<file path="src/rtl/aurora_lane_serializer.sv">
// Transmit lane serializer: buffers 8-bit words in a small FIFO and stripes each
// word MSB-first over one lane (8 beats) or four lanes (2 beats).
module aurora_lane_serializer #(
  parameter int unsigned FIFO_DEPTH = 2
) (
  input  logic       clk_in,
  input  logic       rst_n,
  input  logic       single_lane,
  input  logic [7:0] tx_data,
  input  logic       tx_valid,
  output logic       tx_ready,
  output logic [3:0] lane_out,
  output logic       lane_valid,
  output logic       word_start
);

  localparam int unsigned AW = (FIFO_DEPTH > 1) ? $clog2(FIFO_DEPTH) : 1;
  localparam int unsigned CW = $clog2(FIFO_DEPTH + 1);

  typedef enum logic {IDLE, SHIFT} state_t;

  state_t        state;
  logic [7:0]    mem [FIFO_DEPTH];
  logic [AW-1:0] rd_ptr;
  logic [AW-1:0] wr_ptr;
  logic [CW-1:0] count;
  logic [CW-1:0] count_next;
  logic          mode_q;
  logic [2:0]    beat_q;
  logic [7:0]    word_q;
  logic          push;
  logic          pop;
  logic          last_beat;
  logic [7:0]    head;

  assign head      = mem[rd_ptr];
  assign last_beat = (state == SHIFT) && (beat_q == (mode_q ? 3'd7 : 3'd1));
  assign push      = tx_valid && tx_ready;
  // A load pops the FIFO whenever the shifter is free at this edge.
  assign pop       = (count != '0) && ((state == IDLE) || last_beat);

  always_comb begin
    count_next = count;
    if (push && !pop) begin
      count_next = count + CW'(1);
    end else if (pop && !push) begin
      count_next = count - CW'(1);
    end
  end

  // Lane pattern for beat k of word w in the given mode.
  function automatic logic [3:0] beat_bits(input logic [7:0] w, input logic sl,
                                           input logic [2:0] k);
    logic [3:0] b;
    b = 4'd0;
    if (sl) begin
      b[0] = w[3'd7 - k];
    end else begin
      b = k[0] ? w[3:0] : w[7:4];
    end
    return b;
  endfunction

  always_ff @(posedge clk_in) begin
    if (push) begin
      mem[wr_ptr] <= tx_data;
    end
  end

  always_ff @(posedge clk_in or negedge rst_n) begin
    if (!rst_n) begin
      wr_ptr   <= '0;
      rd_ptr   <= '0;
      count    <= '0;
      tx_ready <= 1'b0;
    end else begin
      if (push) begin
        wr_ptr <= wr_ptr + AW'(1);
      end
      if (pop) begin
        rd_ptr <= rd_ptr + AW'(1);
      end
      count    <= count_next;
      tx_ready <= (count_next != CW'(FIFO_DEPTH));
    end
  end

  // Shifter FSM with registered lane outputs.
  always_ff @(posedge clk_in or negedge rst_n) begin
    if (!rst_n) begin
      state      <= IDLE;
      mode_q     <= 1'b0;
      beat_q     <= 3'd0;
      word_q     <= 8'd0;
      lane_out   <= 4'd0;
      lane_valid <= 1'b0;
      word_start <= 1'b0;
    end else if (pop) begin
      state      <= SHIFT;
      mode_q     <= single_lane;
      beat_q     <= 3'd0;
      word_q     <= head;
      lane_out   <= beat_bits(head, single_lane, 3'd0);
      lane_valid <= 1'b1;
      word_start <= 1'b1;
    end else if ((state == SHIFT) && !last_beat) begin
      beat_q     <= beat_q + 3'd1;
      lane_out   <= beat_bits(word_q, mode_q, beat_q + 3'd1);
      lane_valid <= 1'b1;
      word_start <= 1'b0;
    end else begin
      state      <= IDLE;
      beat_q     <= 3'd0;
      lane_out   <= 4'd0;
      lane_valid <= 1'b0;
      word_start <= 1'b0;
    end
  end

endmodule

</file>
<file path="config.mk">
export PLATFORM = sky130hd
export DESIGN_NAME = aurora_lane_serializer
export DESIGN_NICKNAME = d
export VERILOG_FILES = /design/src/rtl/aurora_lane_serializer.sv
export SDC_FILE = /design/constraint.sdc
export NUM_CORES = 1
export LEC_CHECK = 0
export BUFFER_PORTS_ARGS = -buffer_cell sky130_fd_sc_hd__buf_2
export CAP_MARGIN = 20
export CELL_PAD_IN_SITES_DETAIL_PLACEMENT = 1
export CELL_PAD_IN_SITES_GLOBAL_PLACEMENT = 2
export CORE_UTILIZATION = 42
export DETAILED_ROUTE_END_ITERATION = 12
export PLACE_DENSITY_LB_ADDON = 0.1
export SLEW_MARGIN = 10
export SYNTH_ARGS = -nofsm -noshare
export SYNTH_HDL_FRONTEND = slang
export SYNTH_SLANG_ARGS = --single-unit
</file>
<file path="constraint.sdc">
create_clock -name clk_in -period 3.9 [get_ports clk_in]
set_input_delay 0.78 -clock clk_in [delete_from_list [all_inputs] [get_ports clk_in]]
set_output_delay 0.78 -clock clk_in [all_outputs]
set_load 0.01 [all_outputs]
</file>
# Word level (Yosys, flattened, before mapping)
# Memory sizes are Yosys's and may differ from the RTL's.
# Index checks and enable logic that the tools add are counted.
# word_totals
reg_bits	24
latchBits	0
ramBits	16
rom_bits	0
input_bits	12
out_inout_bits	7
elab_cells	55
mem_count	1
# mem_list
memory	words	word_bits	read_ports	rd_clocked_by_memory_dff	write_ports	line	text
mem	2	8	1	0	1	23	logic [7:0] mem [FIFO_DEPTH];
# classes
addsub	6
mul	0
div	0
n_lt_le_gt_ge	1
eq_ne	3
shifts	0
muxes	21
bitwise	1
reduce_logical	11
# ops
op	count
3-bit 2-to-1 mux	5
4-bit 2-to-1 mux	3
1-bit 2-to-1 mux	10
1-bit logical AND	6
3-bit by 4-bit < comparator with 1-bit output, second input constant	1
2-bit 2-to-1 mux	2
2-bit inequality test, second input constant	2
3-bit by 1-bit adder with 3-bit output, second input constant	1
1-bit binary-select mux with 3-bit select	1
3-bit equality test	1
1-bit logical NOT	3
3-bit subtractor, first input constant	1
1-bit adder, second input constant	2
2-bit by 1-bit adder with 2-bit output, second input constant	1
2-bit nonzero test	1
2-bit by 1-bit subtractor with 2-bit output, second input constant	1
1-bit logical OR	1
1-bit NOT	1

# Depth between registers and ports, before layout
# Gate-level depths: netlist (run 1).
# logic_depth
ltp_word	9
depth_mapped	8
mapped_depth_nobuf	7

# Worst setup path before layout (run 1)
# Ideal clock, no wire load.
# synth_path
kind	input to register
startpoint	input port tx_valid
endpoint	memory mem[0][0], enable pin
setup_ns	0.370
arrival_time_ns	1.335
required_time_ns	3.530
path_slack_ns	2.195
stages	2
path_buffers	0
cell_sequence	nand2_1 > nor2_1
# synth_via
elab_chain_cells	3
# synth_lines
element	line	text
start, declared	10	input logic tx_valid,
1-bit logical AND	38	assign push = tx_valid && tx_ready;
1-bit 2-to-1 mux	65	if (push) begin
1-bit 2-to-1 mux (implied by the code)	66	mem[wr_ptr] <= tx_data;
end, declared	23	
# Every way passes these cells.

# Worst setup path in the final report (run 1)
# layout_path
startpoint	register beat_q[0]
endpoint	register lane_out[0]
# layout_via
elab_chain_cells	7
word_cells_on_any_way	14
cone_classes	add/sub (2); eq/ne (1); mux (6); reduce/logical (5)
# layout_lines
element	line	text
start, declared	29	logic [2:0] beat_q;
start signal, assigned	107	beat_q <= beat_q + 3'd1;
3-bit by 1-bit adder with 3-bit output	108	lane_out <= beat_bits(word_q, mode_q, beat_q + 3'd1);
3-bit subtractor	57	b[0] = w[3'd7 - k];
1-bit binary-select mux with 3-bit select	57	
1-bit 2-to-1 mux (implied by the code)	57	
1-bit 2-to-1 mux	56	if (sl) begin
4-bit 2-to-1 mux	106	end else if ((state == SHIFT) && !last_beat) begin
4-bit 2-to-1 mux (*)	98	end else if (pop) begin
end signal, assigned	103	lane_out <= beat_bits(head, single_lane, 3'd0);
end signal, assigned	108	
end, declared	12	output logic [3:0] lane_out,
# Mark *: on every way between the ends. The rest lies on a longest branch, timed or not. The select of a mux whose other input is x is not followed.
# A chain may end at the register's enable or synchronous reset.

==> results.json, run 1 <==
{
  "status": "complete, no violations",
  "clockBufferDepth": 2,
  "antenna_left": 0,
  "worst-r2r-setup-slack_ns": 1.94,
  "initial_core_util_pct": 44.8,
  "cts_htree_levels": 2,
  "slew_headroom_pct": 58.4,
  "netlist_instances": 126,
  "hold_slack_ns": 0.468,
  "synth-seq-area-share_pct": 64.5,
  "cts_tree": "yes",
  "reg2reg_from": "beat_q[0]",
  "io-pin-count": 19,
  "first_pass_iters": 4,
  "drv_slew": 0,
  "r2r-end": "lane_out[0]",
  "io_buffers": 18,
  "clk_pin_slew_ns": 0.08,
  "fin_tns_setup_ns": 0,
  "max_slew.worst_pin.slew_ns": 0.622,
  "postCtsHoldBufs": 0,
  "rsz0062_at_grt": "false",
  "swShare_pct": 36.2,
  "antenna_found_initial": 0,
  "cp-start-kind": "flip-flop",
  "period_share_pct": 50.3,
  "power_leakage_nw": 0.806,
  "post_cts_buffers": 0,
  "nets": 161,
  "drc": 0,
  "die_h_um": 65.2,
  "floorplan.die_area_mm2": 0.00425,
  "reg2regPathDepth": 4,
  "cts_sinks": 40,
  "worstPathRequired_ns": 4.07,
  "p_comb_share_pct": 36.7,
  "rows": 22,
  "yosysTopAreaCell": "dfrtp_1",
  "fmax_ghz": 0.510,
  "cts-root-buf": "clkbuf_8",
  "grtUsageTotal_pct": 17.1,
  "drt_iter0_markers": 36,
  "wirelength_um": 2960,
  "p_switching_mw": 0.614,
  "seqPwrFrac_pct": 43.1,
  "worstHoldPathType": "input pin to asynchronous set/reset pin",
  "grt_max_degree": 25,
  "fin_worst_skew_ns": 0.00935,
  "ys_ff_latch": 40,
  "crit_fanout": 12,
  "fin_util_pct": 51.2,
  "drive_gt1_share_pct": 23.0,
  "crit_type": "flip-flop to flip-flop",
  "end_kind": "flip-flop",
  "period_needed_ns": 1.96,
  "grt_pass1_wl_um": 5240,
  "ys_warn_count": 0,
  "avgSynthCellArea_um2": 13.3,
  "overflow": 0,
  "clock_power_share_pct": 20.2,
  "synthDistinctLibCells": 33,
  "internal-power_mw": 1.08,
  "netlist.area_leader.share_pct": 35.8,
  "die_x_um": 65.2,
  "yosys-top-cells-area": "dfrtp_1, edfxtp_1, mux2i_1, a21oi_1, nor2_1",
  "synth_area_mm2": 0.00168,
  "n_antenna_cell": 0,
  "worstPathArrival_ns": 2.14,
  "clk-insertion-delay-late_ns": 0.29,
  "syn_nets": 140,
  "powerDensity_mw_per_mm2": 885,
  "drv_cap": 0,
  "cts_resized": 0,
  "viasPerCell": 5.16,
  "cts_buffers": 5,
  "dp_hpwl_um": 2110,
  "ir_worst_vdd_v": 0.000356,
  "grt_pass1_vias": 1072,
  "routedWlPerCell_um": 15.1,
  "setup_viol_count_final": 0,
  "coreArea_mm2": 0.00374,
  "vias": 1012,
  "finalHoldViolCount": 0,
  "syn_to_final_growth_pct": 14.3,
  "place_congestion": 0.830
}
-- cell type report --
cell class                 count  area, µm²
fill                         407       1830
sequential                    40       1080
multi-input combinational     77        547
timing repair buffer          18       90.1
clock buffer                   5       68.8
tap                           48       60.1
clock inverter                 3       47.5
inverter                       5       21.3
-- Yosys cell counts (all sizes together) --
cell type / n
mux2i: 13
dfrtp: 24
nor3: 2
mux2: 1
nand2: 8
mux4: 1
o32ai: 4
nand4: 1
xnor2: 3
a31o: 1
and3: 4
o211ai: 1
a211oi: 1
buf: 4
inv: 5
o21a: 1
a221oi: 1
ha: 2
nor2b: 2
a21oi: 11
edfxtp: 16
nand2b: 2
or3: 1
nor2: 10
nand3: 3
o21ai: 2
xor2: 2
-- stage by stage --
step           cell area, µm²  worst slack (ns)  power (mW)  instances
2_1_floorplan            1680              2.19        1.22        126
3_3_place_gp             1800              1.91        1.34        188
3_5_place_dp             1800              1.85        1.37        188
4_1_cts                  1920              1.94        1.72        196
5_1_grt                  1920              1.80        1.84        196
6_report                 1920              1.94        1.70        196
-- kinds of logic (layout without fill, tap and decap cells) --
| logic type | after synthesis | after routing | share of synthesized area (%) |
|---|---|---|---|
| flip-flops | 40 | 40 | 64.5 |
| multiplexers | 15 | 15 | 9.78 |
| AND/OR/NAND/NOR | 33 | 33 | 10.2 |
| AO/OA/AOI/OAI | 22 | 22 | 8.59 |
| buffers and inverters | 9 | 31 | 2.84 |
| XOR/XNOR | 5 | 5 | 2.61 |
| adder cells (fa/ha/maj) | 2 | 2 | 1.49 |
-- routing by layer --
| layer | vias to the layer above | GRT usage, % | routed length [µm] |
|---|---|---|---|
| met2 | 19 | 26.0 | 1350 |
| met1 | 490 | 22.3 | 1420 |
| met5 | - | 0 | 0 |
| met3 | 5 | 5.21 | 120 |
| li1 | 498 | - | - |
| met4 | 0 | 8.15 | 65 |
-- power by group through the flow --
stage	clock, mW	sequential (mW)	combinational, mW
finish	0.342	0.731	0.623
global route	0.370	0.757	0.715
CTS	0.354	0.733	0.633
detailed placement	0	0.742	0.628
global placement	0	0.735	0.609
floorplan	0	0.693	0.529
-- registers in the layout, summed over array words and instances (netlist names) --
signal	cells
word_start	1
word_q	8
rd_ptr	1
tx_ready	1
lane_out	4
beat_q	3
wr_ptr	1
count	2
mem	16
lane_valid	1
mode_q	1
state	1
-- cell usage in the layout, fill, tap and decap left out, types with 2 or more instances in the layout --
cell type  netlist  final
a21oi_1         11     11
and3_1           3      3
buf_2            3     18
clkbuf_8         0      5
clkinv_4         0      2
dfrtp_1         24     24
edfxtp_1        16     16
ha_1             2      2
inv_1            4      4
mux2i_1         13     13
nand2_1          7      7
nand3_1          3      3
nor2_1          10     10
nor2b_1          2      2
nor3_1           2      2
o32ai_1          4      4
xnor2_1          3      3
xor2_1           2      2
-- critical path: stages (launching register included) --
cell	delay, ns
dfrtp_1	0.54
ha_1	0.43
mux4_2	0.51
a221oi_1	0.26
o32ai_1	0.11
-- how the worst max path moves through the flow --
stage	startpoint	end	slack [ns]	cells after the start
final	beat_q[0]	lane_out[0]	1.94	4
after global routing	beat_q[0]	lane_out[0]	1.80	4
after CTS	beat_q[0]	lane_out[0]	1.94	4
after detailed placement	tx_valid	mem[0][2]	1.85	3
after global placement	tx_valid	mem[0][6]	1.91	3
after floorplan	tx_valid	mem[0][0]	2.19	2
(Power assumes the default switching activity.)
==> inputs of run 2 (changes only) <==
ABC_AREA = 1   (was not set)
CORE_UTILIZATION = 33   (was 42)
clock period = 1.7 ns   (was 3.9 ns; I/O delays follow)
==> run 2 against run 1 <==
Critical path depth is 3 higher. Final cell count is 26% higher. Via count is 7.0% higher. Power is 110% higher. Synthesized cell count is 22% higher. Critical endpoint unchanged. Largest power group unchanged.
==> results.json, run 2 <==
{
  "status": "complete, no violations",
  "p_comb_share_pct": 40.8,
  "drt_iter0_markers": 44,
  "routedWlPerCell_um": 12.6,
  "ys.flop_type": "dfrtp_1",
  "worstPathArrival_ns": 1.67,
  "fin_worst_skew_ns": 0.00733,
  "drv_slew": 0,
  "yosys-top-cells-area": "dfrtp_1, edfxtp_1, nand2_1, inv_1, nor2_1",
  "yosysMostFrequentCell": "nand2_1",
  "initial_core_util_pct": 34.8,
  "ys_warn_count": 0,
  "crit_fanout": 11,
  "grt_max_degree": 25,
  "synth_edf_count": 16,
  "rsz0062_at_grt": "false",
  "p_switching_mw": 1.42,
  "avgSynthCellArea_um2": 10.9,
  "cts_tree": "yes",
  "cts_resized": 0,
  "ir_worst_vdd_v": 0.000654,
  "synthDistinctLibCells": 28,
  "synth-seq-area-share_pct": 64.6,
  "grt_pass1_wl_um": 5340,
  "crit_type": "flip-flop to flip-flop",
  "period_share_pct": 87.6,
  "syn_nets": 168,
  "n_antenna_cell": 0,
  "drv_cap": 0,
  "multi_input_area_um2": 499,
  "largest_reg_flops": 16,
  "cts_buffers": 5,
  "ys_ff_latch": 40,
  "power_leakage_nw": 0.871,
  "yosysTopAreaCell": "dfrtp_1",
  "netlist.area_leader.share_pct": 35.9,
  "drc": 0,
  "dp_hpwl_um": 2460,
  "grtUsageTotal_pct": 13.6,
  "r2r-end": "lane_out[0]",
  "swShare_pct": 39.2,
  "slew_headroom_pct": 65.0,
  "cts_htree_levels": 2,
  "fmax_ghz": 0.671,
  "cts_sinks": 40,
  "setup_viol_count_final": 0,
  "cp-start-kind": "flip-flop",
  "drive_gt1_share_pct": 19.6,
  "clk-insertion-delay-late_ns": 0.28,
  "reg2reg_from": "beat_q[0]",
  "largestRegisters": "mem (16), word_q (8), lane_out (4)",
  "vias": 1083,
  "worstHoldPathType": "input pin to asynchronous set/reset pin",
  "layout_setup_ws_ns": 0.210,
  "antenna_left": 0,
  "clockBufferDepth": 2,
  "regMostFlops": "mem",
  "netlist_instances": 154,
  "internal-power_mw": 2.21,
  "wirelength_um": 3100,
  "place_congestion": 0.756,
  "fillerInstances": 584,
  "seqPwrFrac_pct": 43.3,
  "grt_pass1_vias": 1125,
  "die_x_um": 73.2,
  "coreArea_mm2": 0.00482,
  "floorplan.die_area_mm2": 0.00536,
  "viasPerCell": 4.40,
  "fin_util_pct": 39.8,
  "fin_tns_setup_ns": 0,
  "synth_common_cells": "nand2_1, dfrtp_1, edfxtp_1",
  "rows": 25,
  "io_buffers": 18,
  "nets": 192,
  "overflow": 0,
  "pre_cts_ws_ns": 0.216,
  "clk_pin_slew_ns": 0.07,
  "layout_common_cells": "nand2_1, dfrtp_1, buf_2",
  "postCtsHoldBufs": 0,
  "regArea_mm2": 0.00108,
  "cts-root-buf": "clkbuf_8",
  "async_reset_ff_share_pct": 60.0,
  "hold_slack_ns": 0.0262,
  "reg2regPathDepth": 7,
  "antenna_found_initial": 0,
  "period_needed_ns": 1.49,
  "first_pass_iters": 4,
  "worst-r2r-setup-slack_ns": 0.21,
  "finalHoldViolCount": 0,
  "powerDensity_mw_per_mm2": 1890,
  "clock_power_share_pct": 15.8,
  "final_common_cell": "nand2_1",
  "synth_area_mm2": 0.00167,
  "die_h_um": 73.2,
  "power_mw": 3.63,
  "worstPathRequired_ns": 1.88,
  "io-pin-count": 19,
  "end_kind": "flip-flop",
  "syn_to_final_growth_pct": 14.6,
  "max_slew.worst_pin.slew_ns": 0.525,
  "post_cts_buffers": 0
}
-- run 2: cell types whose count changed after synthesis, moves of 3 or more --
| cell | previous run | this run |
|---|---|---|
| nand2_1 | 7 | 48 |
| mux2i_1 | 13 | 1 |
| a21oi_1 | 11 | 0 |
| inv_1 | 4 | 14 |
| o21ai_0 | 0 | 5 |
| a31oi_1 | 0 | 4 |
| o32ai_1 | 4 | 0 |
| and3_1 | 3 | 0 |
| o211ai_1 | 1 | 4 |
-- run 2: worst max-delay path by stage --
stage / from / to / slack (ns) / depth (start not counted)
3_5_place_dp: beat_q[0] / lane_out[0] / 0.22 / 7
6_report: beat_q[0] / lane_out[0] / 0.21 / 7
3_3_place_gp: beat_q[0] / lane_out[0] / 0.24 / 7
4_1_cts: mode_q / lane_out[0] / 0.21 / 10
2_1_floorplan: beat_q[0] / word_q[6] / 0.43 / 8
5_1_grt: mode_q / lane_out[0] / 0.08 / 10
-- run 2: per-layer routing --
layer,global-route usage (%),share of wire (%),up-vias
li1,-,-,550
met1,16.9,47,511
met2,21.8,48,16
met3,4.14,3.3,6
met4,5.88,1.6,0
met5,0,0,-
-- run 2: power by group through the flow --
stage / registers (mW) / clock network (mW) / logic (mW)
after detailed placement: 1.60 / 0 / 1.51
after global placement: 1.59 / 0 / 1.44
after CTS: 1.58 / 0.603 / 1.52
final: 1.57 / 0.574 / 1.48
after global routing: 1.62 / 0.641 / 1.71
after floorplan: 1.54 / 0 / 1.18
-- run 2: per-stage QoR --
step / area, µm² / cells
global placement: 1840 / 238
detailed placement: 1840 / 238
finish: 1920 / 246
global route: 1920 / 246
CTS: 1920 / 246
floorplan: 1670 / 154
-- run 2: critical path, stage by stage, from the launching register on --
cell      delay (ns)
dfrtp_1         0.50
ha_1            0.37
inv_1           0.11
o211ai_1        0.11
o211ai_1        0.10
nand3_1         0.10
nand2_1         0.06
nand2_1         0.04
-- run 2: final cells by class --
cell class | count | area share (%)
clock buffers | 6 | 3.78
clock inverters | 2 | 0.391
inverters | 17 | 3.59
multi-input cells | 94 | 26.0
flip-flops and latches | 40 | 56.4
well taps | 67 | 4.37
repair buffers | 20 | 5.48
-- run 2: logic make-up after synthesis --
group,share of synthesized area (%)
xor gates and xnor gates,1.57
adders and majority gates,1.49
and+or+nand+nor,17.1
buffers and inverters,5.60
AOI/OAI and AO/OA,9.04
muxes,0.598
DFF,64.6
==> inputs of run 3 (changes only) <==
--- a/config.mk
+++ b/config.mk
@@ -14,3 +14,3 @@
 export DETAILED_ROUTE_END_ITERATION = 12
-export PLACE_DENSITY_LB_ADDON = 0.1
+export PLACE_DENSITY = 0.73
 export SLEW_MARGIN = 10
==> constraint.sdc (replaced) <==
create_clock -name clk_in -period 1.7 [get_ports clk_in]
set_input_delay 0.17 -clock clk_in [delete_from_list [all_inputs] [get_ports clk_in]]
set_output_delay 0.17 -clock clk_in [all_outputs]
set_load 0.01 [all_outputs]
==> run 3 against run 2 <==
Die area is the same. Final cell count rose by 0.41%. Core utilization increased by 0.86 points. Critical endpoint unchanged. Largest power group unchanged.
==> results.json, run 3 (synthesis results as in run 2) <==
{
  "cts_sinks": 40,
  "fin_area_mm2": 0.00196,
  "antenna_found_initial": 0,
  "cts_htree_levels": 2,
  "regMostFlops": "mem",
  "clockBufferDepth": 2,
  "drive_gt1_share_pct": 21.1,
  "io-pin-count": 19,
  "placed_cell_area_mm2": 0.00184,
  "ir_worst_vdd_v": 0.000549,
  "hp-start": "tx_data[2]",
  "clk_pin_slew_ns": 0.08,
  "reg2regPathDepth": 7,
  "cp-start-kind": "flip-flop",
  "final_cells": 247,
  "largest_reg_flops": 16,
  "nets": 193,
  "whs_endpoint": "mem[0][2]",
  "slew_headroom_pct": 64.0,
  "worst-r2r-setup-slack_ns": 0.15,
  "worstPathRequired_ns": 1.89,
  "worstPathArrival_ns": 1.74,
  "antenna_left": 0,
  "dp_cells": 238,
  "cts_tree": "yes",
  "n_antenna_cell": 0,
  "cts_buffers": 5,
  "hold_depth": 1,
  "drt_iter0_markers": 28,
  "wirelength_um": 3130,
  "grtUsageTotal_pct": 13.8,
  "initial_core_util_pct": 34.8,
  "die_h_um": 73.2,
  "largestRegisters": "mem (16), word_q (8), lane_out (4)",
  "overflow": 0,
  "clk-insertion-delay-late_ns": 0.29,
  "place_congestion": 0.775,
  "rows": 25,
  "crit_fanout": 11,
  "dp_hpwl_um": 2360,
  "max_slew.worst_pin.slew_ns": 0.539,
  "cts_resized": 0,
  "cts-root-buf": "clkbuf_8",
  "final_common_cell": "nand2_1",
  "setup_viol_count_final": 0,
  "viasPerCell": 4.47,
  "crit_type": "flip-flop to flip-flop",
  "routedWlPerCell_um": 12.7,
  "io_buffers": 18,
  "worstHoldPathType": "input pin to flip-flop",
  "drv_cap": 0,
  "reg2reg_from": "beat_q[0]",
  "vias": 1105,
  "coreArea_mm2": 0.00482,
  "first_pass_iters": 2,
  "syn_to_final_growth_pct": 17.0,
  "fin_worst_skew_ns": 0.00696,
  "rsz0062_at_grt": "false",
  "power_leakage_nw": 0.889,
  "r2r-end": "lane_out[0]",
  "end_kind": "flip-flop",
  "drv_slew": 0,
  "grt_pass1_wl_um": 5450,
  "powerDensity_mw_per_mm2": 1950,
  "fmax_ghz": 0.643,
  "drc": 0,
  "floorplan.die_area_mm2": 0.00536,
  "grt_max_degree": 25,
  "status": "complete, no violations",
  "fin_tns_setup_ns": 0,
  "layout_common_cells": "nand2_1, dfrtp_1, buf_2",
  "finalHoldViolCount": 0,
  "grt_pass1_vias": 1159,
  "die_x_um": 73.2,
  "period_share_pct": 91.5,
  "period_needed_ns": 1.55
}
[run 3: cell type report]
class,count,area [µm²]
Fill cell,575,2860
Clock buffer,5,68.8
Tap cell,67,83.8
Multi-Input combinational cell,94,499
Clock inverter,3,42.5
Inverter,17,68.8
Timing Repair Buffer,21,115
Sequential cell,40,1080
[run 3: per-stage QoR]
stage	hold slack, ns	total power [mW]	setup slack (ns)	util, %
after floorplan	-0.126	2.71	0.429	-
after global placement	0.187	3.01	0.240	38.2
after detailed placement	0.194	3.10	0.152	38.2
after CTS	0.0504	3.88	0.144	40.7
after global routing	0.0463	4.17	0.0286	40.7
final	0.0649	3.82	0.145	40.7
[run 3: what timing repair did]
| item | in CTS | in global routing |
|---|---|---|
| hold buffers | 1 | 0 |
| endpoints found under the setup margin | 0 | 0 |
| buffers inserted | 0 | 0 |
| hold endpoints to repair | 24 | 0 |
[run 3: worst max-delay path by stage]
stage / from / endpoint / slack, ns / cells after the start
after floorplan: beat_q[0] / word_q[6] / 0.43 / 8
after detailed placement: beat_q[0] / lane_out[0] / 0.15 / 7
after global placement: beat_q[0] / lane_out[0] / 0.24 / 7
after global routing: beat_q[0] / lane_out[0] / 0.03 / 7
after CTS: beat_q[0] / lane_out[0] / 0.14 / 7
final: beat_q[0] / lane_out[0] / 0.15 / 7
[run 3: critical path, stage by stage (launching register included)]
cell	delay [ns]
dfrtp_1	0.52
ha_1	0.38
inv_1	0.11
o211ai_1	0.11
o211ai_1	0.11
nand3_1	0.10
nand2_1	0.07
nand2_1	0.05
[run 3: power breakdown]
group,switching [mW],internal [mW],total [mW]
clock,0.334,0.434,0.769
combinational,0.917,0.556,1.47
sequential,0.208,1.37,1.58
total,1.46,2.36,3.82
[run 3: layer usage]
metal	wire length, µm	global-route usage, %	vias to the layer above
met4	42	5.23	0
met3	101	4.56	5
met1	1440	17.3	533
li1	-	-	551
met2	1550	22.0	16
met5	0	0	-
